==> src/rtl/io_bus_pkg.sv <==
// rtl/io_bus_pkg.sv - shared state encoding and defaults for the I/O cycle master
package io_bus_pkg;

  typedef enum logic [2:0] {
    IDLE = 3'd0,
    T1   = 3'd1,
    T2   = 3'd2,
    TW   = 3'd3,
    T3   = 3'd4
  } io_state_e;

  localparam int         TDIV_DEFAULT = 4;
  localparam logic [7:0] RDATA_RESET  = 8'hFF;

endpackage

==> src/rtl/tstate_timer.sv <==
// rtl/tstate_timer.sv - T-state prescaler; tick marks the last clk of each T-state
module tstate_timer #(
  parameter int TDIV = 4
) (
  input  logic clk,
  input  logic rst,
  input  logic en,
  output logic tick
);

  localparam logic [3:0] LAST = 4'(TDIV - 1);

  logic [3:0] cnt_q, cnt_d;

  assign tick = en && (cnt_q == LAST);

  // Held at zero while idle so every cycle starts T1 on a fresh count.
  always_comb begin
    cnt_d = cnt_q;
    if (!en) begin
      cnt_d = 4'd0;
    end else if (tick) begin
      cnt_d = 4'd0;
    end else begin
      cnt_d = cnt_q + 4'd1;
    end
  end

  always_ff @(posedge clk or posedge rst) begin
    if (rst) begin
      cnt_q <= 4'd0;
    end else begin
      cnt_q <= cnt_d;
    end
  end

endmodule

==> src/rtl/io_cycle_master.sv <==
// rtl/io_cycle_master.sv - Z80-style I/O bus cycle master (T1, T2, TW, T3 per access)
module io_cycle_master
  import io_bus_pkg::*;
#(
  parameter int TDIV = TDIV_DEFAULT
) (
  input  logic       clk,
  input  logic       rst,
  input  logic       start,
  input  logic       wr,
  input  logic [7:0] port_addr,
  input  logic [7:0] wdata,
  output logic       busy,
  output logic       done,
  output logic [7:0] rdata,
  output logic       resp,
  output logic [7:0] a,
  output logic       iorq_n,
  output logic       rd_n,
  output logic       wr_n,
  output logic [7:0] d_out,
  output logic       d_oe,
  input  logic [7:0] d_in,
  input  logic       busdir
);

  io_state_e  state_q, state_d;
  logic       wr_q, wr_d;
  logic [7:0] addr_q, addr_d;
  logic [7:0] wdata_q, wdata_d;
  logic [7:0] rdata_q, rdata_d;
  logic       resp_q, resp_d;
  logic       done_q, done_d;
  logic       tick;
  logic       strobe;

  tstate_timer #(.TDIV(TDIV)) u_timer (
    .clk  (clk),
    .rst  (rst),
    .en   (busy),
    .tick (tick)
  );

  always_comb begin
    state_d = state_q;
    wr_d    = wr_q;
    addr_d  = addr_q;
    wdata_d = wdata_q;
    rdata_d = rdata_q;
    resp_d  = resp_q;
    done_d  = 1'b0;
    case (state_q)
      IDLE: begin
        if (start) begin
          state_d = T1;
          wr_d    = wr;
          addr_d  = port_addr;
          wdata_d = wdata;
        end
      end
      T1: if (tick) state_d = T2;
      T2: if (tick) state_d = TW;
      TW: if (tick) state_d = T3;
      T3: begin
        if (tick) begin
          state_d = IDLE;
          done_d  = 1'b1;
          resp_d  = ~busdir;
          if (!wr_q) rdata_d = d_in;
        end
      end
      default: state_d = IDLE;
    endcase
  end

  always_ff @(posedge clk or posedge rst) begin
    if (rst) begin
      state_q <= IDLE;
      wr_q    <= 1'b0;
      addr_q  <= 8'h00;
      wdata_q <= 8'h00;
      rdata_q <= RDATA_RESET;
      resp_q  <= 1'b0;
      done_q  <= 1'b0;
    end else begin
      state_q <= state_d;
      wr_q    <= wr_d;
      addr_q  <= addr_d;
      wdata_q <= wdata_d;
      rdata_q <= rdata_d;
      resp_q  <= resp_d;
      done_q  <= done_d;
    end
  end

  // Strobes decode straight from the state flop so an async reset releases them at once.
  assign busy   = (state_q != IDLE);
  assign strobe = (state_q == T2) || (state_q == TW) || (state_q == T3);
  assign iorq_n = ~strobe;
  assign rd_n   = ~(strobe & ~wr_q);
  assign wr_n   = ~(strobe & wr_q);
  assign d_oe   = busy & wr_q;
  assign d_out  = wdata_q;
  assign a      = addr_q;
  assign rdata  = rdata_q;
  assign resp   = resp_q;
  assign done   = done_q;

endmodule

==> config.mk <==
export PLATFORM = sky130hd
export DESIGN_NAME = io_cycle_master
export DESIGN_NICKNAME = d
export VERILOG_FILES = /design/src/rtl/io_bus_pkg.sv /design/src/rtl/tstate_timer.sv /design/src/rtl/io_cycle_master.sv
export SDC_FILE = /design/constraint.sdc
export NUM_CORES = 1
export LEC_CHECK = 0
export CORE_UTILIZATION = 24
export DETAILED_ROUTE_END_ITERATION = 16
export HOLD_SLACK_MARGIN = 0.12
export PLACE_DENSITY = 0.59
export REMOVE_ABC_BUFFERS = 1
export SYNTH_ARGS = -nofsm -noshare
export SYNTH_HDL_FRONTEND = slang
export SYNTH_SLANG_ARGS = --single-unit
==> constraint.sdc <==
create_clock -name clk -period 2.1 [get_ports clk]
set_clock_uncertainty 0.1 [all_clocks]
set_input_delay 0.42 -clock clk [delete_from_list [all_inputs] [get_ports clk]]
set_output_delay 0.42 -clock clk [all_outputs]
set_load 0.01 [all_outputs]
==> impl_results.md <==
* Clock Power Share at 16.1%
* GR Overflow Total at 0
* R2r setup slk at 0.11 ns
* Final Hold Fails at 0
* GRT Util Overall at 11.41%
* RR Endpoint: rdata[4]$_DFFE_PP1P_
* Total Wirelength at 2971 um
* Relative slew slack at 70.21%
* RSZ-0062 raised after global routing: no
* Status: completed
* Pre-CTS setup slack at 0.09632 ns
* Fin nets at 198
* Max Fclk at 0.4937 GHz
* H-Tree Depth at 2
* Post-synthesis sequential element count at 34
* Fraction of registers with async set/reset at 100.0%
* Mux cell area share after synthesis at 21.18%
* Reg-to-Reg Start: state_q[2]$_DFFE_PP0P_
* Placed cell area at between 2000 and 2500 um2
* Sw Share at 31.02%
* Die Span Y at 77.73 um
* Post-Synthesis Cells at a little under 100
* Worst hold margin at 0.3590 ns
* DR DRC count at 0
* XOR/XNOR share of the synthesized area at 1.273%
* Critical path startpoint category: flip-flop
* Min-delay src: u_timer.cnt_q[0]$_DFF_PP0_
* WHS Endpoint: u_timer.cnt_q[0]$_DFF_PP0_
* Number of placement rows at 27
* Post-synth EDFFs at 0
* Worst reg-to-reg path cell count at 4
* WP data required at 1.58 ns
* Largest net degree at the start of global routing at 35
* Largest family of logic cells by synthesized area: multiplexers
* P&R area growth vs syn at 60.64%
* Final worst path period need at 2.026 ns
* Vias per cell at between 4 and 5
* Syn avg cell area at roughly 14 um2
* Syn. warnings at 0
* Via count at 1022
* Layout cells sized above 1 at 31.55%
* Gp weighted congestion at 0.6610
* Most used DFF post-synth: dfrtp_1
* Slew @ Worst Pin at 0.4454 ns
* Hold WC Path Type: flip-flop to flip-flop
* Sequential share of power at around two fifths
* Initial antenna violation count at 0
* # setup viols final at 0
* DR iter-0 viols at 26
* Cts bufs inserted at 5
* Sw power at 0.8504 mW
* Post-Synthesis Cell Area at 1376 um2
* Total negative slack at 0 ns
* Port bufs at 59
* DR pass1 iterations at 4
* Simple-Gate Fraction of Synth Area at 9.818%
* Total internal power at 1.891 mW
* Hold-fix buffers, CTS at 0
* Core area at roughly 5500 um2
* Clk buf depth at 2
* Root Driver: clkbuf_8
* Critical path fanouts, max at 4
* Drt wl/cell at 12.38 um
* CP endpoint kind: primary output
* First-pass GRT wire length at 5237 um
* Adder-cell share of the synthesized area at 0.9091%
* Static leakage at 0.9233 nW
* Initial core utilization at 24.99%
* Fill cells at 524
* Worst-Skew Late Latency at 0.27 ns
* Post-layout util at between 40% and 50%
* Reg clk slew, reported paths at approximately 0.07 ns
* Max VDD drop at slightly below 0.0006 V
* Yosys cell types at 26
* Antenna diodes at 0
* Tcrit/Tclk final at between 90% and 100%
* CP arrival at 1.51 ns
* PD cells at 1240 nW/um2
* DIE AREA at slightly above 6000 um2
* Slew Viols, Final at 0
* Post-synthesis sequential area ratio at a little over three fifths
* Maxcap violations at 0
* DP HPWL at 2207 um
* Num ports at 60
* # clock sinks at 34
* Post-route design area at 2211 um2
* Fin worst setup slack at 0.07447 ns
* CTS tree: yes
* Combinational Power Share at 44.1%
* Worst Hold Depth at 1
* Synth Area in Compound Gates at 2.091%
* Antenna-violating nets left at 0
* WS Path Type: flip-flop to primary output
* Die X at 77.73 um
* Vias in the first global route at 1110
[power by group through the flow]
stage / Sequential [mW] / Clock [mW] / Combinational (mW)
5_1_grt: 1.13 / 0.500 / 1.32
2_1_floorplan: 1.15 / 0 / 0.454
6_report: 1.09 / 0.442 / 1.21
4_1_cts: 1.08 / 0.463 / 1.21
3_3_place_gp: 1.07 / 0 / 1.15
3_5_place_dp: 1.09 / 0 / 1.18
[layout by cell type, fill, tap and decap left out, drive strengths merged, types with 2 or more instances in the layout]
cell type	instances
and2	3
buf	8
clkbuf	5
clkdlybuf4s15	2
clkdlybuf4s50	54
clkinv	2
dfrtp	26
dfstp	8
dlygate4sd2	2
inv	3
mux2	25
nand2	4
nand2b	2
nor2	5
nor3	2
o21ai	2
or3b	2
[stage by stage]
stage | cells | power, mW
CTS | 240 | 2.761
global route | 240 | 2.948
floorplan | 94 | 1.605
finish | 240 | 2.741
global placement | 229 | 2.225
detailed placement | 229 | 2.271
[worst max-delay path by stage]
stage / startpoint / endpoint / slack [ns] / cells past startpoint
2_1_floorplan: u_timer.cnt_q[0]$_DFF_PP0_ / rdata[0]$_DFFE_PP1P_ / 0.23 / 4
3_3_place_gp: state_q[2]$_DFFE_PP0P_ / d_oe / 0.11 / 4
3_5_place_dp: state_q[2]$_DFFE_PP0P_ / d_oe / 0.1 / 4
4_1_cts: state_q[1]$_DFFE_PP0P_ / busy / 0.02 / 3
5_1_grt: state_q[0]$_DFFE_PP0P_ / iorq_n / 0.002 / 4
6_report: state_q[2]$_DFFE_PP0P_ / iorq_n / 0.07 / 4
[Yosys cell counts, types with 2 or more instances]
cell type,instances,share of area [%]
inv_1,3,0.82
buf_2,3,1.1
mux2_2,25,20
nand2b_1,2,0.91
and2_1,3,1.4
nor2_1,5,1.4
or3b_1,2,1.3
o21ai_0,2,0.73
nand2_1,4,1.1
dfstp_2,8,15
dfrtp_1,26,47
[per-layer routing]
layer  part of all wire (%)  GRT usage (%)  up-vias  routed length, um
met5                      0              0        -                  0
met4                    2.4          5.283        0                 72
met3                    9.7          4.941        9                289
met2                     48          17.88       53               1430
met1                     40          13.41      488               1179
li1                       -              -      472                  -
[sequential cells by signal, summed over array words and instances (netlist names)]
register,count
u_timer.cnt_q,4
rdata,8
wr_q,1
resp,1
done,1
state_q,3
a,8
d_out,8
[what timing repair did]
action / CTS / global route
buffers inserted: 4 / 0
pin swaps: 1 / 1
gates resized for setup: 6 / 6
setup endpoints to repair: 5 / 7
gates cloned: 0 / 0
hold endpoints to repair: 0 / 0
[final cells by class]
cell class                 count  area [um2]  share of cell area, %
timing repair buffer          67       663.1                  29.99
sequential                    34       860.8                  38.94
multi-input combinational     57       506.7                  22.92
clock inverter                 2       10.01                 0.4527
inverter                       3       11.26                 0.5093
tap                           72       90.09                  4.075
clock buffer                   5       68.82                  3.113
[cells by family (layout without fill, tap and decap cells)]
family	Yosys count	count (layout)
xor gates and xnor gates	2	2
AOI/OAI and AO/OA	5	5
muxes	26	26
adders and majority gates	1	1
buffers and inverters	7	77
DFF	34	34
and+or+nand+nor	23	23
[worst max-delay path, cell delays in order, from the launching register on]
cell,delay [ns]
dfrtp_1,0.43
or3b_4,0.42
nand2_4,0.07
inv_1,0.03
dlygate4sd2_1,0.27
Note: power is estimated with default switching activity, not from simulation.
